--- src/rtl/xif_coproc_arbiter.sv ---
// Shares one XIF coprocessor between NUM_REQ cores: round-robin issue arbitration with source
// tagging, per-core commit FIFOs drained round-robin, and tag-routed result return.
module xif_coproc_arbiter #(
    parameter  int unsigned NUM_REQ  = 2,
    parameter  int unsigned ID_W     = 4,
    parameter  int unsigned ISSUE_W  = 64,
    parameter  int unsigned RESULT_W = 40,
    parameter  int unsigned MAX_OUT  = 4,
    localparam int unsigned SRC_W    = $clog2(NUM_REQ)
) (
    input  logic                        clk_i,
    input  logic                        rst_i,
    input  logic [NUM_REQ-1:0]          req_issue_valid_i,
    output logic [NUM_REQ-1:0]          req_issue_ready_o,
    input  logic [NUM_REQ*ID_W-1:0]     req_issue_id_i,
    input  logic [NUM_REQ*ISSUE_W-1:0]  req_issue_payload_i,
    output logic [NUM_REQ-1:0]          req_issue_accept_o,
    input  logic [NUM_REQ-1:0]          req_commit_valid_i,
    input  logic [NUM_REQ*ID_W-1:0]     req_commit_id_i,
    input  logic [NUM_REQ-1:0]          req_commit_kill_i,
    output logic [NUM_REQ-1:0]          req_result_valid_o,
    input  logic [NUM_REQ-1:0]          req_result_ready_i,
    output logic [ID_W-1:0]             req_result_id_o,
    output logic [RESULT_W-1:0]         req_result_payload_o,
    output logic                        cop_issue_valid_o,
    input  logic                        cop_issue_ready_i,
    output logic [SRC_W+ID_W-1:0]       cop_issue_id_o,
    output logic [ISSUE_W-1:0]          cop_issue_payload_o,
    input  logic                        cop_issue_accept_i,
    output logic                        cop_commit_valid_o,
    output logic [SRC_W+ID_W-1:0]       cop_commit_id_o,
    output logic                        cop_commit_kill_o,
    input  logic                        cop_result_valid_i,
    output logic                        cop_result_ready_o,
    input  logic [SRC_W+ID_W-1:0]       cop_result_id_i,
    input  logic [RESULT_W-1:0]         cop_result_payload_i
);

    localparam int unsigned CNT_W = $clog2(MAX_OUT + 1);
    localparam int unsigned PTR_W = (MAX_OUT > 1) ? $clog2(MAX_OUT) : 1;
    localparam int unsigned CM_W  = ID_W + 1;

    typedef enum logic [0:0] {StIdle, StHold} state_e;

    state_e             state_q, state_d;
    logic [SRC_W-1:0]   grant_q, grant_d;
    logic [SRC_W-1:0]   rr_ptr_q, rr_ptr_d;
    logic [SRC_W-1:0]   cm_ptr_q, cm_ptr_d;
    logic [CNT_W-1:0]   out_cnt_q [NUM_REQ];
    logic [CNT_W-1:0]   out_cnt_d [NUM_REQ];
    logic [CNT_W-1:0]   fifo_cnt_q [NUM_REQ];
    logic [CNT_W-1:0]   fifo_cnt_d [NUM_REQ];
    logic [PTR_W-1:0]   wr_ptr_q [NUM_REQ];
    logic [PTR_W-1:0]   wr_ptr_d [NUM_REQ];
    logic [PTR_W-1:0]   rd_ptr_q [NUM_REQ];
    logic [PTR_W-1:0]   rd_ptr_d [NUM_REQ];
    logic [CM_W-1:0]    fifo_mem_q [NUM_REQ][MAX_OUT];
    logic [CM_W-1:0]    fifo_mem_d [NUM_REQ][MAX_OUT];

    logic [NUM_REQ-1:0] eligible, nonempty;
    logic [NUM_REQ-1:0] cnt_inc, cnt_dec_r, cnt_dec_k, fifo_pop;
    logic               pick_found, cm_found, issue_valid, issue_hs, res_hs, res_in_range;
    logic [SRC_W-1:0]   pick_idx, cm_sel, gnt, res_src;
    logic [CM_W-1:0]    cm_head;

    function automatic logic [SRC_W-1:0] src_inc(input logic [SRC_W-1:0] v);
        return (v == SRC_W'(NUM_REQ - 1)) ? '0 : v + 1'b1;
    endfunction

    function automatic logic [PTR_W-1:0] ptr_inc(input logic [PTR_W-1:0] v);
        return (v == PTR_W'(MAX_OUT - 1)) ? '0 : v + 1'b1;
    endfunction

    // Returns {found, index} of the first set request at or after ptr, wrapping.
    function automatic logic [SRC_W:0] rr_pick(input logic [NUM_REQ-1:0] req,
                                               input logic [SRC_W-1:0]   ptr);
        logic [SRC_W-1:0] idx;
        logic [SRC_W:0]   res;
        idx = ptr;
        res = '0;
        for (int unsigned k = 0; k < NUM_REQ; k++) begin
            if (!res[SRC_W] && req[idx]) res = {1'b1, idx};
            idx = src_inc(idx);
        end
        return res;
    endfunction

    assign res_src = cop_result_id_i[SRC_W+ID_W-1 -: SRC_W];

    if (NUM_REQ == (1 << SRC_W)) begin : g_pow2
        assign res_in_range = 1'b1;
    end else begin : g_npow2
        assign res_in_range = (32'(res_src) < NUM_REQ);
        a_res_src_range: assert property (@(posedge clk_i) disable iff (rst_i)
            cop_result_valid_i |-> res_in_range);
    end

    always_comb begin
        state_d            = state_q;
        grant_d            = grant_q;
        rr_ptr_d           = rr_ptr_q;
        cm_ptr_d           = cm_ptr_q;
        out_cnt_d          = out_cnt_q;
        fifo_cnt_d         = fifo_cnt_q;
        wr_ptr_d           = wr_ptr_q;
        rd_ptr_d           = rd_ptr_q;
        fifo_mem_d         = fifo_mem_q;
        issue_valid        = 1'b0;
        gnt                = grant_q;
        req_issue_ready_o  = '0;
        req_issue_accept_o = '0;
        req_result_valid_o = '0;
        cnt_inc            = '0;
        cnt_dec_r          = '0;
        cnt_dec_k          = '0;
        fifo_pop           = '0;

        for (int unsigned i = 0; i < NUM_REQ; i++) begin
            eligible[i] = req_issue_valid_i[i] && (out_cnt_q[i] < CNT_W'(MAX_OUT));
            nonempty[i] = (fifo_cnt_q[i] != '0);
        end
        {pick_found, pick_idx} = rr_pick(eligible, rr_ptr_q);
        {cm_found, cm_sel}     = rr_pick(nonempty, cm_ptr_q);

        case (state_q)
            StIdle: begin
                if (pick_found) begin
                    issue_valid = 1'b1;
                    gnt         = pick_idx;
                    grant_d     = pick_idx;
                    state_d     = StHold;
                end
            end
            StHold:  issue_valid = 1'b1;
            default: state_d = StIdle;
        endcase

        issue_hs = issue_valid && cop_issue_ready_i;
        if (issue_hs) begin
            req_issue_ready_o[gnt]  = ~rst_i;
            req_issue_accept_o[gnt] = cop_issue_accept_i & ~rst_i;
            rr_ptr_d                = src_inc(gnt);
            state_d                 = StIdle;
        end
        cop_issue_valid_o   = issue_valid & ~rst_i;
        cop_issue_id_o      = {gnt, req_issue_id_i[gnt*ID_W +: ID_W]};
        cop_issue_payload_o = req_issue_payload_i[gnt*ISSUE_W +: ISSUE_W];

        // Commit head is read straight from FIFO storage, so a push is visible next cycle.
        cm_head            = fifo_mem_q[cm_sel][rd_ptr_q[cm_sel]];
        cop_commit_valid_o = cm_found;
        cop_commit_id_o    = {cm_sel, cm_head[ID_W-1:0]};
        cop_commit_kill_o  = cm_head[ID_W];
        if (cm_found) cm_ptr_d = src_inc(cm_sel);

        if (res_in_range) req_result_valid_o[res_src] = cop_result_valid_i & ~rst_i;
        cop_result_ready_o   = ~rst_i & (res_in_range ? req_result_ready_i[res_src] : 1'b1);
        req_result_id_o      = cop_result_id_i[ID_W-1:0];
        req_result_payload_o = cop_result_payload_i;
        res_hs               = cop_result_valid_i && cop_result_ready_o && res_in_range;

        for (int unsigned i = 0; i < NUM_REQ; i++) begin
            fifo_pop[i]  = cm_found && (cm_sel == SRC_W'(i));
            cnt_inc[i]   = issue_hs && cop_issue_accept_i && (gnt == SRC_W'(i));
            cnt_dec_r[i] = res_hs && (res_src == SRC_W'(i));
            cnt_dec_k[i] = fifo_pop[i] && cm_head[ID_W];
            out_cnt_d[i] = out_cnt_q[i] + CNT_W'(cnt_inc[i]) - CNT_W'(cnt_dec_r[i])
                         - CNT_W'(cnt_dec_k[i]);
            if (req_commit_valid_i[i]) begin
                fifo_mem_d[i][wr_ptr_q[i]] = {req_commit_kill_i[i], req_commit_id_i[i*ID_W +: ID_W]};
                wr_ptr_d[i] = ptr_inc(wr_ptr_q[i]);
            end
            if (fifo_pop[i]) rd_ptr_d[i] = ptr_inc(rd_ptr_q[i]);
            fifo_cnt_d[i] = fifo_cnt_q[i] + CNT_W'(req_commit_valid_i[i]) - CNT_W'(fifo_pop[i]);
        end
    end

    always_ff @(posedge clk_i or posedge rst_i) begin
        if (rst_i) begin
            state_q  <= StIdle;
            grant_q  <= '0;
            rr_ptr_q <= '0;
            cm_ptr_q <= '0;
            for (int unsigned i = 0; i < NUM_REQ; i++) begin
                out_cnt_q[i]  <= '0;
                fifo_cnt_q[i] <= '0;
                wr_ptr_q[i]   <= '0;
                rd_ptr_q[i]   <= '0;
                for (int unsigned j = 0; j < MAX_OUT; j++) fifo_mem_q[i][j] <= '0;
            end
        end else begin
            state_q    <= state_d;
            grant_q    <= grant_d;
            rr_ptr_q   <= rr_ptr_d;
            cm_ptr_q   <= cm_ptr_d;
            out_cnt_q  <= out_cnt_d;
            fifo_cnt_q <= fifo_cnt_d;
            wr_ptr_q   <= wr_ptr_d;
            rd_ptr_q   <= rd_ptr_d;
            fifo_mem_q <= fifo_mem_d;
        end
    end

    a_hold_valid: assert property (@(posedge clk_i) disable iff (rst_i)
        (state_q == StHold) |-> req_issue_valid_i[grant_q]);

    for (genvar gi = 0; gi < NUM_REQ; gi++) begin : g_chk
        a_no_underflow: assert property (@(posedge clk_i) disable iff (rst_i)
            ((CNT_W+1)'(cnt_dec_r[gi]) + (CNT_W+1)'(cnt_dec_k[gi])) <=
            (CNT_W+1)'(out_cnt_q[gi]));
        a_fifo_no_overflow: assert property (@(posedge clk_i) disable iff (rst_i)
            req_commit_valid_i[gi] |-> ((fifo_cnt_q[gi] != CNT_W'(MAX_OUT)) || fifo_pop[gi]));
    end

endmodule

--- config.mk ---
export PLATFORM = sky130hd
export DESIGN_NAME = xif_coproc_arbiter
export DESIGN_NICKNAME = d
export VERILOG_FILES = /design/src/rtl/xif_coproc_arbiter.sv
export SDC_FILE = /design/constraint.sdc
export NUM_CORES = 1
export LEC_CHECK = 0
export ABC_AREA = 1
export BUFFER_PORTS_ARGS = -buffer_cell sky130_fd_sc_hd__clkbuf_2
export CAP_MARGIN = 20
export CORE_AREA = 2 2 127 129
export CTS_CLUSTER_SIZE = 10
export DETAILED_ROUTE_END_ITERATION = 16
export DIE_AREA = 0 0 129 131
export GPL_ROUTABILITY_DRIVEN = 0
export PLACE_DENSITY = 0.72
export SLEW_MARGIN = 0
export SYNTH_ARGS = -nofsm -noshare
export SYNTH_HDL_FRONTEND = slang
export SYNTH_SLANG_ARGS = --single-unit
--- constraint.sdc ---
create_clock -name clk_i -period 2.5 [get_ports clk_i]
set_input_delay 0.25 -clock clk_i [delete_from_list [all_inputs] [get_ports clk_i]]
set_output_delay 0.25 -clock clk_i [all_outputs]
set_load 0.1 [all_outputs]
==> metrics, run 1 <==
outcome=complete, but fails checks; violated checks=negative setup slack; Final ANT Viol Nets=0; total clock buffers created by CTS=9; aggregate global routing overflow=0; Area growth, synth to finish=63.8%; Worst Setup EP=out_cnt_q[5]$_DFF_PP0_; sequential element share of the synthesized area=0.361; hold violation total from the final report=0; total of hold buffers inserted after clock tree synthesis=0; DRT iter0 DRCs=288; I/O pin count=330; Crit. Startpoint=fifo_cnt_q[5]$_DFF_PP0_; Synth Instances=640; count of inserted antenna diode cells=0; nets@finish=approximately 1100; routed via count divided by cell count=around 4.5; worst skew pair latency=roughly 0.33 ns; ranking of synthesized cells by instance count=nand2_1, dfrtp_1, o21ai_0; path category of the worst min-delay check=in2reg; total via count after detailed routing=roughly 4800; Core Area=15600 sq um; x dimension of the die=around 130 microns; worst endpoint required time=around 2.7 ns; pin count of the biggest net entering global routing=71; proportion of layout cells with a drive suffix above 1=0.372; clock tree from TritonCTS=done; final count of negative-setup-slack endpoints=1; most used flip-flop cell after synthesis=dfrtp_1; count of final max-slew check failures=0; Root Buffer=clkbuf_16; worst reg-to-reg path cell count=15; post-synthesis cell area=roughly 4400 sq um; number of standard-cell rows in the floorplan=46; number of buffers between clock root and the deepest sink=2; flip-flop and latch count after synthesis=64; Sequential cell area=1600 sq um; reg-to-reg critical path endpoint=out_cnt_q[5]$_DFF_PP0_; top area cells in the synthesized netlist=dfrtp_1, nand2_1, buf_4; routed wire length per instance=18.9 microns; # Max-Cap Violations=0; clk sinks=64; final worst setup slack=-0.0564 ns; number of antenna violations at the first check in global routing=3; Clock transition at path regs=roughly 0.06 ns; share of the synthesized area in the top cell type=0.361; Routed Wire Length=20.3 mm; count of unresolved DRC violations after routing=0; initial core utilization=0.284; htree depth=3; die outline height=roughly 130 microns; first-pass detailed-route iteration total=5; startpoint type of the worst setup path=flip-flop; clock skew after layout=0.00769 ns; endpoint kind of the worst setup timing path=flip-flop; final period utilization=1.02; unique cell type count in the Yosys netlist=28; most used standard cell by instance count after synthesis=nand2_1; RSZ-0062 raised after global routing=true; tightest slew margin relative to the limit=0.459; worst hold path startpoint=cop_issue_ready_i; highest achievable clock rate=between 300 and 400 MHz; cell accounting for the most synthesized area=dfrtp_1; DP Wirelength=between 15 and 20 mm; number of nets in the synthesized netlist=between 800 and 900; critical path class=reg2reg; hold slack final=0.198 ns; Total Die Area=approximately 17000 sq um; post-layout min period=~2.6 ns; combined area of the multi-input logic cells=2330 sq um; number of warnings printed during yosys synthesis=0; reg-to-reg critical path startpoint=fifo_cnt_q[5]$_DFF_PP0_; highest fanout seen on the critical path=7; first-pass GRT wire length=27.0 mm; Arr. time, crit path=roughly 2.8 ns; number of flops mapped to enable cells by yosys=0; FF-to-FF setup slack=-0.06 ns; proportion of register bits with asynchronous set or reset after synthesis=1.00; count of filler cells inserted in the layout=1500; Port-buffer cells=roughly 240; global-route total usage across every layer=0.225; mean instance size in the synthesized netlist=between 6 and 7 sq um; Tightest Pin Transition=about 0.81 ns; number of global-route vias before repair=around 4300
## cells by family after synthesis
family / count (synthesis) / synth area share
and+or+nand+nor: 373 / 0.338
buffers and inverters: 116 / 0.145
DFF: 64 / 0.361
AOI/OAI and AO/OA: 54 / 0.0635
adders and majority gates: 24 / 0.0745
xor gates and xnor gates: 8 / 0.0158
muxes: 1 / 0.00254
## critical path: stages (launching register included)
cell and delay, ns:
dfrtp_1 0.39, nor2_1 0.14, nand2_2 0.09, nand2_4 0.10, nand2_4 0.08, buf_6 0.13, o21ai_4 0.17, inv_2 0.06
nand3_2 0.08, nand2_2 0.06, nand2_2 0.06, fa_2 0.45, ha_4 0.18, ha_4 0.16, xnor2_2 0.13, xor2_1 0.16
## area by class of cell
cell class              instances  share of cell area
repair buffers                263               0.353
multi-input cells             460               0.321
flip-flops and latches         64               0.220
well taps                     216              0.0372
clock buffers                  10              0.0315
inverters                      50              0.0274
clock inverters                 6             0.00965
## layer usage
metal  track usage  vias up  wire length, microns  part of all wire
met4        0.0460        6                   220             0.011
met2         0.353      225                  9370              0.46
li1              -     2359                     -                 -
met1         0.261     2156                  7600              0.38
met3         0.146       24                  3020              0.15
met5             0        -                    35            0.0017
## how the worst min path moves through the flow
| stage | end | slack [ns] | cells after the start |
|---|---|---|---|
| detailed placement | rr_ptr_q$_DFFE_PP0P_ | 0.47 | 2 |
| global placement | fifo_cnt_q[2]$_DFF_PP0_ | 0.45 | 1 |
| CTS | state_q$_DFF_PP0_ | 0.17 | 4 |
| floorplan | fifo_cnt_q[0]$_DFF_PP0_ | 0.39 | 1 |
| global route | state_q$_DFF_PP0_ | 0.20 | 4 |
| finish | state_q$_DFF_PP0_ | 0.20 | 4 |
## per-stage QoR
step	util	worst slack, ns	cell area, sq um	cells	setup TNS, ns
final	0.466	-0.0564	7260	1069	-0.0564
after global routing	0.466	-0.179	7260	1069	-0.374
after CTS	0.459	-0.0366	7150	1067	-0.0366
after detailed placement	0.438	-0.0762	6830	1049	-0.0762
after global placement	0.438	0.0260	6830	1049	0
after floorplan	-	-0.545	4510	640	-1.31
## repair_timing
item | CTS | global route
pin swaps | 1 | 14
endpoints found under the setup margin | 6 | 35
gates cloned | 0 | 1
resized for setup | 4 | 19
buffers inserted | 2 | 1
endpoints found under the hold margin | 0 | 0
## cell usage in the layout, fill, tap and decap left out, types with 3 or more instances in the layout
cell type	n
buf_6	3
nand3_2	5
nand3_1	26
clkbuf_16	10
xnor2_1	3
dfrtp_1	64
inv_1	44
nor3_2	3
nand2_2	7
inv_2	4
ha_1	18
nor2_1	8
xor2_1	3
clkinvlp_4	4
o21ai_0	49
clkbuf_2	162
buf_4	19
nand2_1	311
buf_12	77
## sequential cells by signal, indices dropped and copies added (netlist names)
register,flops
fifo_mem_q,40
fifo_cnt_q,6
out_cnt_q,6
rd_ptr_q,4
wr_ptr_q,4
cm_ptr_q,1
grant_q,1
rr_ptr_q,1
state_q,1
Power of run 1 is left out: the tool's default activity adds up to more than one toggle a clock period on the data nets, which glitch-free logic cannot reach.
==> run 2: changes to the inputs <==
CORE_AREA = 2 2 129 131   (was 2 2 127 129)
DIE_AREA = 0 0 131 133   (was 0 0 129 131)
PLACE_DENSITY = 0.68   (was 0.72)
clock period = 3.3 ns   (was 2.5 ns; I/O delays follow)
==> run 2 against run 1 <==
  * The flow now finishes without violations
  * Via count down 3.6%
  * Final area down 5.1%
  * Worst setup slack better by 0.44 ns
  * First-iteration DRC count down 21%
  * Critical path type unchanged
  * Highest routed layer is now met4
==> metrics, run 2 (same netlist as run 1, synthesis figures left out) <==
aggregate global routing overflow=0 (unchanged); final worst setup slack=0.383 ns (was -0.0564 ns); # Max-Cap Violations=0 (unchanged); Final ANT Viol Nets=0 (unchanged); Tightest Pin Transition=0.825 ns (was 0.812 ns); register name with the most flops=fifo_mem_q (unchanged); routed via count divided by cell count=4.35 (was 4.46); clk sinks=64 (unchanged); RSZ-0062 raised after global routing=false (was true); standard cell area after detailed placement=6620 sq um (was 6830 sq um); worst endpoint required time=3.51 ns (was 2.71 ns); number of antenna violations at the first check in global routing=1 (was 3); minimum setup slack after placement=0.398 ns (was -0.0762 ns); count of final max-slew check failures=0 (unchanged); tightest slew margin relative to the limit=0.450 (was 0.459); count of unresolved DRC violations after routing=0 (unchanged); outcome=finished, final reports clean (was complete, but fails checks); final period utilization=0.884 (was 1.02); most common cell after layout, fill and taps aside=nand2_1 (unchanged); clock tree from TritonCTS=done (unchanged); Arr. time, crit path=3.13 ns (was 2.77 ns); Root Buffer=clkbuf_16 (unchanged); clock skew after layout=0.00242 ns (was 0.00769 ns); die outline height=133 microns (was 131 microns); DP Wirelength=16.7 mm (was 17.2 mm); number of standard-cell rows in the floorplan=47 (was 46); total clock buffers created by CTS=9 (unchanged); post-cts gate resize count=0 (was 4); leading cell types in the layout, fill and taps excluded=nand2_1, clkbuf_2, buf_12 (unchanged); post-layout min period=2.92 ns (was 2.56 ns); endpoint kind of the worst setup timing path=flip-flop (unchanged); Clock transition at path regs=0.05 ns (was 0.06 ns); FF-to-FF setup slack=0.38 ns (was -0.06 ns); number of buffers inserted by post-CTS setup repair=0 (was 2); post-route standard cell area excluding fillers=6890 sq um (was 7260 sq um); Area growth, synth to finish=55.4% (was 63.8%); hold violation total from the final report=0 (unchanged); Port-buffer cells=241 (unchanged); Core Area=16200 sq um (was 15600 sq um); pin count of the biggest net entering global routing=71 (unchanged); number of global-route vias before repair=4422 (was 4341); DRT iter0 DRCs=228 (was 288); path category of the worst min-delay check=in2reg (unchanged); routed wire length per instance=18.4 microns (was 18.9 microns); total via count after detailed routing=4598 (was 4770); global-route total usage across every layer=0.215 (was 0.225); initial core utilization=0.274 (was 0.284); startpoint type of the worst setup path=flip-flop (unchanged); I/O pin count=330 (unchanged); Routed Wire Length=19.4 mm (was 20.3 mm); total of hold buffers inserted after clock tree synthesis=0 (unchanged); first-pass GRT wire length=27.0 mm (about the same); highest fanout seen on the critical path=22 (was 7); nets@finish=1058 (was 1074); number of buffers between clock root and the deepest sink=2 (unchanged); count of filler cells inserted in the layout=1642 (was 1500); x dimension of the die=131 microns (was 129 microns); proportion of layout cells with a drive suffix above 1=0.339 (was 0.372); first-pass detailed-route iteration total=5 (unchanged); biggest regs=fifo_mem_q x40, fifo_cnt_q x6, out_cnt_q x6 (unchanged); critical path class=reg2reg (unchanged); highest achievable clock rate=343 MHz (was 391 MHz); number of flip-flops in the largest register=40 (unchanged); htree depth=3 (unchanged); Total Die Area=17400 sq um (was 16900 sq um); final count of negative-setup-slack endpoints=0 (was 1); worst skew pair latency=0.33 ns (about the same)
==> run 2: worst paths after layout <==
path	endpoint	cells after the start	from
max	out_cnt_q[5]$_DFF_PP0_	15	fifo_cnt_q[0]$_DFF_PP0_
min	state_q$_DFF_PP0_	4	cop_issue_ready_i
max reg2reg	out_cnt_q[5]$_DFF_PP0_	15	fifo_cnt_q[0]$_DFF_PP0_
min reg2reg	fifo_cnt_q[2]$_DFF_PP0_	1	fifo_cnt_q[1]$_DFF_PP0_
max in group asynchronous	wr_ptr_q[2]$_DFFE_PP0P_	3	rst_i
min in group asynchronous	out_cnt_q[1]$_DFF_PP0_	3	rst_i
==> run 2: critical path: stages, from the launching register on <==
cell	delay (ns)
dfrtp_1	0.39
nor2_1	0.12
nand2_1	0.16
nand2_4	0.26
nand2_1	0.13
nand2_2	0.19
inv_2	0.12
nand2_1	0.09
nand3_2	0.09
nand2_2	0.08
nand2_1	0.06
fa_1	0.44
ha_1	0.21
ha_1	0.19
xnor2_1	0.13
xor2_1	0.14
==> run 2: routing by layer <==
layer	wire length [microns]	track usage	vias to the layer above	share of wire
met1	7390	0.249	2069	0.38
met5	0	0	-	0
met3	2770	0.129	26	0.14
met4	319	0.0426	0	0.016
li1	-	-	2317	-
met2	8970	0.345	186	0.46
==> run 2: stage by stage <==
step           setup TNS, ns  hold WS (ns)  cells  utilization
2_1_floorplan         -0.105         0.442    640            -
3_3_place_gp               0         0.460   1041        0.409
3_5_place_dp               0         0.474   1041        0.409
4_1_cts                    0         0.267   1057        0.426
5_1_grt                    0         0.308   1057        0.426
6_report                   0         0.270   1058        0.426
==> run 2: layout make-up <==
| type | count | area [sq um] | share of cell area |
|---|---|---|---|
| timing repair buffer | 247 | 2330 | 0.338 |
| inverter | 50 | 191 | 0.0278 |
| sequential | 64 | 1600 | 0.232 |
| tap | 220 | 275 | 0.0399 |
| antenna | 1 | 2.50 | 0.000363 |
| multi-input combinational | 460 | 2220 | 0.322 |
| clock inverter | 7 | 47.5 | 0.00690 |
| clock buffer | 9 | 225 | 0.0327 |
Power of run 2 is left out for the same reason.
==> run 3: changes to the inputs <==
ABC_AREA = not set   (was 1)
CORE_AREA = 2 2 128 130   (was 2 2 129 131)
CTS_CLUSTER_SIZE = not set   (was 10)
DIE_AREA = 0 0 130 132   (was 0 0 131 133)
PLACE_DENSITY = 0.7   (was 0.68)
==> run 3 against run 2 <==
  * Final area is 3.8% higher
  * Global-route usage is 1.1 points lower
  * Die area is 1.5% lower
  * Final cell count is 25% lower
  * Clock-buffer cell count stayed put
  * Fmax is 2.4% lower
  * Utilization is 2.9 points higher
  * Via count is 24% lower
  * Highest routed layer is now met5
==> metrics, run 3 <==
Synth Instances=367 (was 640); worst skew pair latency=0.33 ns (about the same); count of unresolved DRC violations after routing=0 (unchanged); most used flip-flop cell after synthesis=dfrtp_1 (unchanged); routed wire length per instance=22.7 microns (was 18.4 microns); hold violation total from the final report=0 (unchanged); Worst path top cell family by delay=buffers and inverters (was simple AND/OR/NAND/NOR gates); minimum setup slack after placement=0.362 ns (was 0.398 ns); Routed Wire Length=18.0 mm (was 19.4 mm); critical path class=reg2out (was reg2reg); post-layout min period=2.99 ns (was 2.92 ns); number of flops mapped to enable cells by yosys=0 (unchanged); multiplexer share of the synthesized area=0.390 (was 0.00254); Final ANT Viol Nets=0 (unchanged); number of antenna violations at the first check in global routing=3 (was 1); proportion of register bits with asynchronous set or reset after synthesis=1.00 (unchanged); DP Wirelength=15.9 mm (was 16.7 mm); final count of negative-setup-slack endpoints=0 (unchanged); routed via count divided by cell count=4.44 (was 4.35); Tightest Pin Transition=0.807 ns (was 0.825 ns); total clock buffers created by CTS=9 (unchanged); cell accounting for the most synthesized area=dfrtp_1 (unchanged); register name with the most flops=fifo_mem_q (unchanged); tightest slew margin relative to the limit=0.462 (was 0.450); count of final max-slew check failures=0 (unchanged); # Max-Cap Violations=0 (unchanged); design internal power=between 4 and 5 mW; share of the synthesized area in the top cell type=0.345 (was 0.361); Area growth, synth to finish=54.1% (was 55.4%); Total Die Area=17200 sq um (was 17400 sq um); post-synthesis cell area=4640 sq um (was 4430 sq um); clock network power share=0.117; nets@finish=794 (was 1058); most used standard cell by instance count after synthesis=mux2_4 (was nand2_1); crit-path max cell delay=0.40 ns (was 0.44 ns); initial core utilization=0.296 (was 0.274); first-pass GRT wire length=25.0 mm (was 27.0 mm); static leakage=between 3 and 4 nW; endpoint kind of the worst setup timing path=primary output (was flip-flop); leading cell types in the layout, fill and taps excluded=clkbuf_2, buf_12, mux2_4 (was nand2_1, clkbuf_2, buf_12); flip-flop and latch count after synthesis=64 (unchanged); Port-buffer cells=241 (unchanged); final worst setup slack=0.310 ns (was 0.383 ns); Core Area=15700 sq um (was 16200 sq um); global-route total usage across every layer=0.204 (was 0.215); wire length on met1=6.16 mm (was 7.39 mm); sequential group share of total power=0.150; clock tree from TritonCTS=done (unchanged); clock skew after layout=0.00445 ns (was 0.00242 ns); cell area power density=about 1400 nW/um^2; pin count of the biggest net entering global routing=65 (was 71); highest achievable clock rate=334 MHz (was 343 MHz); number of global-route vias before repair=3754 (was 4422); startpoint type of the worst setup path=flip-flop (unchanged); number of placed cells counting well taps=773 (was 1041); first-pass detailed-route iteration total=4 (was 5); number of buffers between clock root and the deepest sink=2 (unchanged); highest fanout seen on the critical path=30 (was 22); sequential element share of the synthesized area=0.345 (was 0.361); clk sinks=64 (unchanged); worst endpoint required time=2.97 ns (was 3.51 ns); simple-gate portion of the synthesized area=0.0453 (was 0.338); ranking of synthesized cells by instance count=mux2_4, dfrtp_1, buf_4 (was nand2_1, dfrtp_1, o21ai_0); worst path buffer plus inverter count=3 (was 1); Net Sw Power=~5.2 mW; Arr. time, crit path=2.66 ns (was 3.13 ns); RSZ-0062 raised after global routing=false (unchanged); final period utilization=0.906 (was 0.884); outcome=finished, final reports clean (unchanged); number of warnings printed during yosys synthesis=0 (unchanged); top layer reached by signal wires=met5 (was met4); Net Sw Frac=0.521; number of flip-flops in the largest register=40 (unchanged); XOR/XNOR share of the synthesized area=0.0151 (was 0.0158); path category of the worst min-delay check=in2reg (unchanged); mean instance size in the synthesized netlist=12.7 sq um (was 6.93 sq um); unique cell type count in the Yosys netlist=34 (was 28); met3 WL=2.84 mm (was 2.77 mm); IR Drop Worst-Case VDD=0.00143 V; total via count after detailed routing=3510 (was 4598); relative contribution of combinational cells to total power=0.733; number of nets in the synthesized netlist=593 (was 866); number of standard cells in the final layout excluding fillers=790 (was 1058); largest family of logic cells by synthesized area=multiplexers (was simple AND/OR/NAND/NOR gates); Clock transition at path regs=0.06 ns (was 0.05 ns); top area cells in the synthesized netlist=dfrtp_1, mux2_4, mux2_2 (was dfrtp_1, nand2_1, buf_4); DRT iter0 DRCs=128 (was 228); Synth Area in Adders=0.0711 (was 0.0745); Met2 Routed Length=8.55 mm (was 8.97 mm); htree depth=3 (unchanged); most common cell after layout, fill and taps aside=clkbuf_2 (was nand2_1); x dimension of the die=130 microns (was 131 microns); Root Buffer=clkbuf_16 (unchanged); cell-by-cell listing of the critical path=nor2b_1, a21oi_1, or2_1, inv_4, buf_4, mux2_4, buf_12 (was nor2_1, nand2_1, nand2_4, nand2_1, nand2_2, inv_2, nand2_1, nand3_2, nand2_2, nand2_1, fa_1, ha_1, ha_1, xnor2_1, xor2_1); biggest regs=fifo_mem_q x40, fifo_cnt_q x6, out_cnt_q x6 (unchanged); critical path's slowest cell=inv_4 (was fa_1); number of buffers inserted by post-CTS setup repair=0 (unchanged); post-cts gate resize count=0 (unchanged); Synth Area in Compound Gates=0.0167 (was 0.0635); proportion of layout cells with a drive suffix above 1=0.679 (was 0.339); die outline height=132 microns (was 133 microns); total of hold buffers inserted after clock tree synthesis=0 (unchanged); number of standard-cell rows in the floorplan=46 (was 47); I/O pin count=330 (unchanged); aggregate global routing overflow=0 (unchanged)
## run 3: cell types whose count changed after synthesis, sizes merged, moves of 4 or more
| cell | before | now |
|---|---|---|
| mux4 | 0 | 9 |
| nand3 | 31 | 1 |
| mux2 | 1 | 118 |
| nand2 | 320 | 16 |
| o21ai | 53 | 6 |
| inv | 50 | 25 |
| buf | 59 | 55 |
## run 3: cell families (layout without fill, tap and decap cells)
kind of cell / after synthesis / count (layout)
AOI/OAI and AO/OA: 12 / 12
xor gates and xnor gates: 8 / 8
adders and majority gates: 24 / 24
buffers and inverters: 84 / 290
DFF: 64 / 64
muxes: 130 / 130
other: 0 / 1
and+or+nand+nor: 45 / 45
## run 3: layer usage
metal	track usage	vias to the layer above
li1	-	1631
met1	0.218	1659
met2	0.332	190
met3	0.129	26
met4	0.0597	4
met5	0	-
## run 3: layout make-up
| class | instances | area (sq um) |
|---|---|---|
| multi-input combinational | 219 | 2500 |
| timing repair buffer | 249 | 2320 |
| inverter | 25 | 96.3 |
| antenna | 1 | 2.50 |
| clock buffer | 9 | 225 |
| sequential | 64 | 1600 |
| fill | 1392 | 8560 |
| clock inverter | 7 | 144 |
| tap | 216 | 270 |
## run 3: per-stage QoR
step	setup TNS (ns)	cell area, sq um	hold slack, ns	utilization	power [mW]
5_1_grt	0	7160	0.257	0.455	10.4
4_1_cts	0	7150	0.247	0.455	10.1
2_1_floorplan	-1.01	4650	0.396	-	6.99
3_3_place_gp	0	6790	0.461	0.432	8.74
3_5_place_dp	0	6790	0.466	0.432	8.84
6_report	0	7160	0.251	0.455	9.95
## run 3: path summary, 6_finish.rpt
| kind | endpoint | slack, ns | startpoint | cells past startpoint |
|---|---|---|---|---|
| min | state_q$_DFF_PP0_ | 0.25 | cop_issue_ready_i | 2 |
| min reg2reg | out_cnt_q[2]$_DFF_PP0_ | 0.47 | out_cnt_q[2]$_DFF_PP0_ | 1 |
| max | cop_issue_payload_o[15] | 0.31 | out_cnt_q[2]$_DFF_PP0_ | 7 |
| max reg2reg | out_cnt_q[5]$_DFF_PP0_ | 0.48 | fifo_cnt_q[0]$_DFF_PP0_ | 9 |
| max in group asynchronous | fifo_mem_q[36]$_DFFE_PP0P_ | 2.36 | rst_i | 3 |
| min in group asynchronous | fifo_mem_q[7]$_DFFE_PP0P_ | 0.41 | rst_i | 3 |
## run 3: power by group through the flow
stage,Clock [mW],Sequential [mW],Combinational (mW)
after floorplan,0,1.36,5.64
final,1.16,1.49,7.29
after global placement,0,1.48,7.26
after global routing,1.22,1.55,7.62
after detailed placement,0,1.50,7.34
after CTS,1.18,1.49,7.38
No activity file was read; power rests on OpenSTA's default activity.
